$ cat src/rtl/mem_arbiter.sv
`default_nettype none
//============================================================================
// Module      : mem_arbiter
// Description : Two-requester arbiter and sequencer in front of the shared
//               cache-line data memory. Port 0 serves the D-cache
//               refill/write-back path, port 1 the I-cache refill path.
//               One transaction at a time: the winner's address, data and
//               direction are latched for the whole transaction, the memory
//               enable is held until the memory acknowledges, then the
//               winner receives a one-cycle ack together with its read line.
//
// Ports       : clk_i          clock, all logic on the rising edge
//               rst_i          synchronous reset, active low
//               pN_req_i       request level, held until pN_ack_o
//               pN_write_i     direction, 1 = write
//               pN_addr_i      byte address
//               pN_data_i      write line
//               pN_ack_o       one-cycle completion pulse
//               pN_data_o      last read line returned to port N
//               mem_enable_o   memory enable (high while BUSY)
//               mem_write_o    memory write select
//               mem_addr_o     memory address
//               mem_data_o     memory write line
//               mem_ack_i      memory completion pulse
//               mem_data_i     memory read line, valid the cycle after ack
//
// Build macro : MEM_ARB_ROUND_ROBIN_EN
//               defined   -> round-robin on ties (port not granted last)
//               undefined -> fixed priority, port 0 wins every tie
//
// Revision    : 1.0 - initial release
//============================================================================
module mem_arbiter #(
    parameter int ADDR_W = 32,
    parameter int DATA_W = 256
) (
    input  logic              clk_i,
    input  logic              rst_i,

    input  logic              p0_req_i,
    input  logic              p0_write_i,
    input  logic [ADDR_W-1:0] p0_addr_i,
    input  logic [DATA_W-1:0] p0_data_i,
    output logic              p0_ack_o,
    output logic [DATA_W-1:0] p0_data_o,

    input  logic              p1_req_i,
    input  logic              p1_write_i,
    input  logic [ADDR_W-1:0] p1_addr_i,
    input  logic [DATA_W-1:0] p1_data_i,
    output logic              p1_ack_o,
    output logic [DATA_W-1:0] p1_data_o,

    output logic              mem_enable_o,
    output logic              mem_write_o,
    output logic [ADDR_W-1:0] mem_addr_o,
    output logic [DATA_W-1:0] mem_data_o,
    input  logic              mem_ack_i,
    input  logic [DATA_W-1:0] mem_data_i
);

    localparam logic [1:0] c_ST_IDLE = 2'd0;
    localparam logic [1:0] c_ST_BUSY = 2'd1;
    localparam logic [1:0] c_ST_RESP = 2'd2;

    logic [1:0]        r_state;
    logic              r_grant_p1;   // port owning the current transaction
    logic              r_p0_ack;
    logic              r_p1_ack;
    logic [DATA_W-1:0] r_p0_data;
    logic [DATA_W-1:0] r_p1_data;

    logic              w_any_req;
    logic              w_pick_p1;

    assign w_any_req = p0_req_i | p1_req_i;

`ifdef MEM_ARB_ROUND_ROBIN_EN
    // Remembers which port was granted last; resets to port 1 so that
    // port 0 wins the first tie after reset.
    logic r_last_p1;

    assign w_pick_p1 = p1_req_i & (~p0_req_i | ~r_last_p1);

    always_ff @(posedge clk_i) begin
        if (!rst_i) begin
            r_last_p1 <= 1'b1;
        end else if ((r_state == c_ST_IDLE) && w_any_req) begin
            r_last_p1 <= w_pick_p1;
        end
    end
`else
    assign w_pick_p1 = p1_req_i & ~p0_req_i;
`endif

    always_ff @(posedge clk_i) begin
        if (!rst_i) begin
            r_state      <= c_ST_IDLE;
            r_grant_p1   <= 1'b0;
            r_p0_ack     <= 1'b0;
            r_p1_ack     <= 1'b0;
            r_p0_data    <= '0;
            r_p1_data    <= '0;
            mem_enable_o <= 1'b0;
            mem_write_o  <= 1'b0;
            mem_addr_o   <= '0;
            mem_data_o   <= '0;
        end else begin
            // Acks are single-cycle pulses unless set below.
            r_p0_ack <= 1'b0;
            r_p1_ack <= 1'b0;
            case (r_state)
                c_ST_IDLE: begin
                    if (w_any_req) begin
                        r_grant_p1   <= w_pick_p1;
                        mem_addr_o   <= w_pick_p1 ? p1_addr_i  : p0_addr_i;
                        mem_data_o   <= w_pick_p1 ? p1_data_i  : p0_data_i;
                        mem_write_o  <= w_pick_p1 ? p1_write_i : p0_write_i;
                        mem_enable_o <= 1'b1;
                        r_state      <= c_ST_BUSY;
                    end
                end
                c_ST_BUSY: begin
                    // Latched request fields are held; requester inputs are
                    // not looked at until the next IDLE.
                    if (mem_ack_i) begin
                        mem_enable_o <= 1'b0;
                        if (r_grant_p1) begin
                            r_p1_ack <= 1'b1;
                        end else begin
                            r_p0_ack <= 1'b1;
                        end
                        r_state <= c_ST_RESP;
                    end
                end
                c_ST_RESP: begin
                    // The read line arrives during this cycle; capture it so
                    // data_o keeps it after the ack.
                    if (!mem_write_o) begin
                        if (r_grant_p1) begin
                            r_p1_data <= mem_data_i;
                        end else begin
                            r_p0_data <= mem_data_i;
                        end
                    end
                    r_state <= c_ST_IDLE;
                end
                default: begin
                    mem_enable_o <= 1'b0;
                    r_state      <= c_ST_IDLE;
                end
            endcase
        end
    end

    assign p0_ack_o = r_p0_ack;
    assign p1_ack_o = r_p1_ack;

    // During the ack cycle of a read the memory line is forwarded directly,
    // so data_o is already valid while ack_o is high.
    assign p0_data_o = (r_p0_ack && !mem_write_o) ? mem_data_i : r_p0_data;
    assign p1_data_o = (r_p1_ack && !mem_write_o) ? mem_data_i : r_p1_data;

endmodule
`default_nettype wire

$ cat config.mk
export PLATFORM = sky130hd
export DESIGN_NAME = mem_arbiter
export DESIGN_NICKNAME = d
export VERILOG_FILES = /design/src/rtl/mem_arbiter.sv
export SDC_FILE = /design/constraint.sdc
export NUM_CORES = 2
export LEC_CHECK = 0
export BUFFER_PORTS_ARGS = -buffer_cell sky130_fd_sc_hd__buf_2
export CAP_MARGIN = 10
export CORE_AREA = 3 3 632 634
export CTS_BUF_LIST = sky130_fd_sc_hd__clkbuf_4 sky130_fd_sc_hd__clkbuf_8
export CTS_CLUSTER_DIAMETER = 80
export DETAILED_ROUTE_END_ITERATION = 12
export DIE_AREA = 0 0 635 637
export HOLD_SLACK_MARGIN = 0.1
export PLACE_DENSITY_LB_ADDON = 0.08
export SLEW_MARGIN = 20
export SYNTH_ARGS = -nofsm -noshare
export SYNTH_HDL_FRONTEND = slang
export SYNTH_SLANG_ARGS = --single-unit
$ cat constraint.sdc
create_clock -name clk_i -period 2.2 [get_ports clk_i]
set_input_delay 0.11 -clock clk_i [delete_from_list [all_inputs] [get_ports clk_i]]
set_output_delay 0.11 -clock clk_i [all_outputs]
set_load 0.01 [all_outputs]
==> results.txt <==
----------------------------------------------------
[Logic synthesis]
  Syn Std Cell Area ... 37470 um2
  Distinct cells, synth ... 28
  Number of nets in the synthesized netlist ... 5348
  Area contributors post-synth ... sky130_fd_sc_hd__dfxtp_1 43%, sky130_fd_sc_hd__mux2_2 15%, sky130_fd_sc_hd__nand2_1 11%
  Post-synthesis area per instance ... 8.310 um2
  Post-synthesis sequential area ratio ... 43.12%
  Warnings, synthesis ... 0
  Library cell with the largest summed area after synthesis ... sky130_fd_sc_hd__dfxtp_1
  #FFs+latches synth ... 807
  Top-area cell type share of the netlist area ... 43.12%
  Post-Syn Instances ... 4509

[GRT]
  Largest net degree at the start of global routing ... 177
  Wire length of the first global-routing pass ... 430.8 mm
  Met2 usage ... 29.58%
  Met3 Track Usage GR ... 3.338%
  Met1 track utilization from global routing ... 15.29%
  Number of antenna violations at the first check in global routing ... 90
  GRT overflow ... 0
  Number of global-route vias before repair ... 51.08k
  Global-route total usage across every layer ... 15.00%
  Most Used Layer, Global Route ... met2

[Outcome]
  Failing checks ... negative setup slack
  Result of the run ... complete, but fails checks

[Routing]
  First DRT Iteration DRCs ... 2159
  Vias per inst ... 3.620
  Number of nets with antenna violations after detailed routing ... 0
  First-pass iteration count of the detailed router ... 5
  Post-detailed-route DRC marker count ... 0
  Total number of vias ... 48.72k
  Total Wirelength ... 316.4 mm
  Average wire per cell in the routed design ... 23.51 um

[Timing]
  Post-route clock skew ... 0.1007 ns
  Period Utilization, post-route ... 123.9%
  Slew headroom ... 46.74%
  Setup repair after global routing missed its margin ... true
  F_max ... 0.3668 GHz
  Number of hold violations in the final report ... 0
  Actual slew at the worst max-slew pin ... 0.7989 ns
  Final max-slew violation count ... 0
  Final critical path time including I/O delays and setup ... 2.726 ns
  Final Worst Setup Slack ... -0.5262 ns
  Number of setup violations in the final report ... 512
  Hold slack final ... 0.2819 ns

[CTS]
  # H-tree levels ... 4
  Worst-skew pair later-pin latency ... 0.94 ns
  Count of clock tree sinks ... 807
  CTS clock-pin slew for the worst setup and hold paths ... 0.06 ns
  CTS Buffer Depth ... 4
  Number of buffers inserted during clock tree synthesis ... 190
  CTS root buffer ... sky130_fd_sc_hd__clkbuf_8
  CTS tree ... done

[Die]
  Initial Util ... 9.491%
  Core region area ... 394800 um2
  Die Area ... 404500 um2
  Die X-Extent ... 635 um
  Top-level I/O count ... 1643
  Cell row count ... 231
  Die extent in y ... 637 um

[Min path]
  Number of cells on the worst hold path ... 3
  Worst hold path endpoint ... r_grant_p1$_SDFFE_PN0P_
  Worst min-delay path startpoint ... p0_req_i
  Worst hold-check path type ... in -> reg

[Layout]
  Syn-to-layout area delta ... 110.3%
  Layout cells sized above 1 ... 34.08%
  Fillcell total ... 44.53k
  Final #Nets ... 8854
  Fin cells ... 13.46k

[Placement]
  Number of buffers inserted by port buffering ... 1642
  Number of instances in the placed design ... 11.11k
  Final weighted congestion of routability-driven global placement ... 0.8705
  Estimated wirelength of the detail-placed design ... 231.6 mm
  Post-placement setup slack ... 0.09340 ns

[Critical path]
  Critical path launch point type ... register
  Required arrival time at the worst endpoint ... 2.09 ns
  Crit. Startpoint ... mem_write_o$_SDFFE_PN0P_
  Worst reg2reg path depth ... 6
  Endpoint kind of the worst setup timing path ... primary output
  Peak fanout along the critical path ... 9
  Worst Setup Path Type ... reg -> out
  Worst-case register-to-register setup slack ... 0.07 ns
  End of the worst register-to-register path ... r_p0_data[237]$_SDFFE_PN0P_
  CP Data Arrival Time ... 2.62 ns
  Launch instance of the worst register-to-register path ... mem_write_o$_SDFFE_PN0P_

[Pwr]
  Peak supply drop ... 0.4287 mV
  Static Leakage ... 0.03310 uW
  Areal power density over the cells ... 580.0 nW/um2

[Job]
  Number of violations of the max-capacitance limit ... 0

----------------------------------------------------
## flip-flops by register name (all words and copies together), names as in the netlist
signal / flops
mem_data_o: 256
r_p0_data: 256
r_p1_data: 256
mem_addr_o: 32
r_state: 2
mem_enable_o: 1
mem_write_o: 1
p0_ack_o: 1
p1_ack_o: 1
r_grant_p1: 1
## logic make-up (layout without fill, tap and decap cells)
kind of cell / count (synthesis) / in the layout / synth area share [%]
and+or+nand+nor: 1616 / 1616 / 18.34
AOI/OAI and AO/OA: 1095 / 1095 / 17.60
DFF: 807 / 807 / 43.12
muxes: 512 / 512 / 15.39
buffers and inverters: 479 / 4121 / 5.556
other: 0 / 64 / 0
## worst max-delay path by stage
stage               slack, ns  cells past startpoint                            to
global placement         0.11                      7  mem_data_o[253]$_SDFFE_PN0P_
detailed placement       0.09                      7  mem_data_o[253]$_SDFFE_PN0P_
CTS                     -0.81                      5                p1_data_o[133]
finish                  -0.53                      7                p0_data_o[160]
global route            -0.74                      5                p1_data_o[133]
floorplan                0.42                      8   r_p0_data[186]$_SDFFE_PN0P_
## metrics by stage
stage / area, um2 / total power (uW) / TNS (ns) / util [%]
finish: 78810 / 45710 / -207.03 / 19.96
global route: 78780 / 48180 / -320.41 / 19.95
CTS: 77810 / 47060 / -358.83 / 19.71
detailed placement: 52730 / 23320 / 0 / 13.35
global placement: 52730 / 23370 / 0 / 13.35
floorplan: 37470 / 18920 / 0 / -
## layout by cell type, fill, tap and decap left out, drive strengths merged, types with 3 or more instances in the layout
| master | synthesis | routed |
|---|---|---|
| a21oi | 290 | 290 |
| a311oi | 289 | 289 |
| buf | 172 | 1890 |
| bufinv | 0 | 3 |
| clkbuf | 306 | 310 |
| clkinv | 0 | 6 |
| clkinvlp | 0 | 6 |
| dfxtp | 807 | 807 |
| diode | 0 | 64 |
| dlygate4sd3 | 0 | 1896 |
| inv | 1 | 8 |
| mux2 | 512 | 512 |
| nand2 | 1090 | 1090 |
| nand3 | 512 | 512 |
| nor2b | 3 | 3 |
| o21ai | 513 | 513 |
## critical path, cell delays in order (launching register included)
cell                       delay [ns]
sky130_fd_sc_hd__dfxtp_4         0.37
sky130_fd_sc_hd__nand2b_4        0.16
sky130_fd_sc_hd__buf_12          0.16
sky130_fd_sc_hd__buf_16          0.18
sky130_fd_sc_hd__buf_4           0.15
sky130_fd_sc_hd__buf_12          0.14
sky130_fd_sc_hd__mux2_4          0.31
sky130_fd_sc_hd__buf_6           0.12
## synth_stat cells, drive strengths merged
master  instances
a211oi          1
a21oi         290
a22oi           1
a311oi        289
and2            2
and4b           1
and4bb          1
buf           172
clkbuf        306
dfxtp         807
inv             1
mux2          512
nand2        1090
nand2b          2
nand3         512
nor2            2
nor2b           3
nor3b           1
o21a            1
o21ai         513
or2             1
or4b            1
## where the power goes
part / internal, uW / switching [uW]
Combinational: 4980 / 5310
Clock: 11000 / 8550
Sequential: 15400 / 537
## timing repair
item,4_1_cts,5_1_grt
endpoints found under the setup margin,512,512
pin swaps,0,0
setup buffers,29,14
gates cloned,19,4
gates resized for setup,302,193
endpoints found under the hold margin,807,0
hold buffers,1896,0
## area by class of cell
cell class	instances	area [um2]	share of cell area [%]
flip-flops and latches	807	16160	20.50
inverters	1	11.26	0.01429
repair buffers	3792	31990	40.59
multi-input cells	3223	19980	25.35
clock buffers	306	3705	4.701
diodes	64	160.2	0.2032
clock inverters	22	249.0	0.3159
well taps	5242	6559	8.322
## metal layers
metal  vias to the layer above  part of all wire (%)
met1                     23612                    36
met4                        12                   3.5
li1                      23113                     -
met3                       456                   5.2
met2                      1524                    55
met5                         -                 0.018
Note: power is estimated with default switching activity, not from simulation.
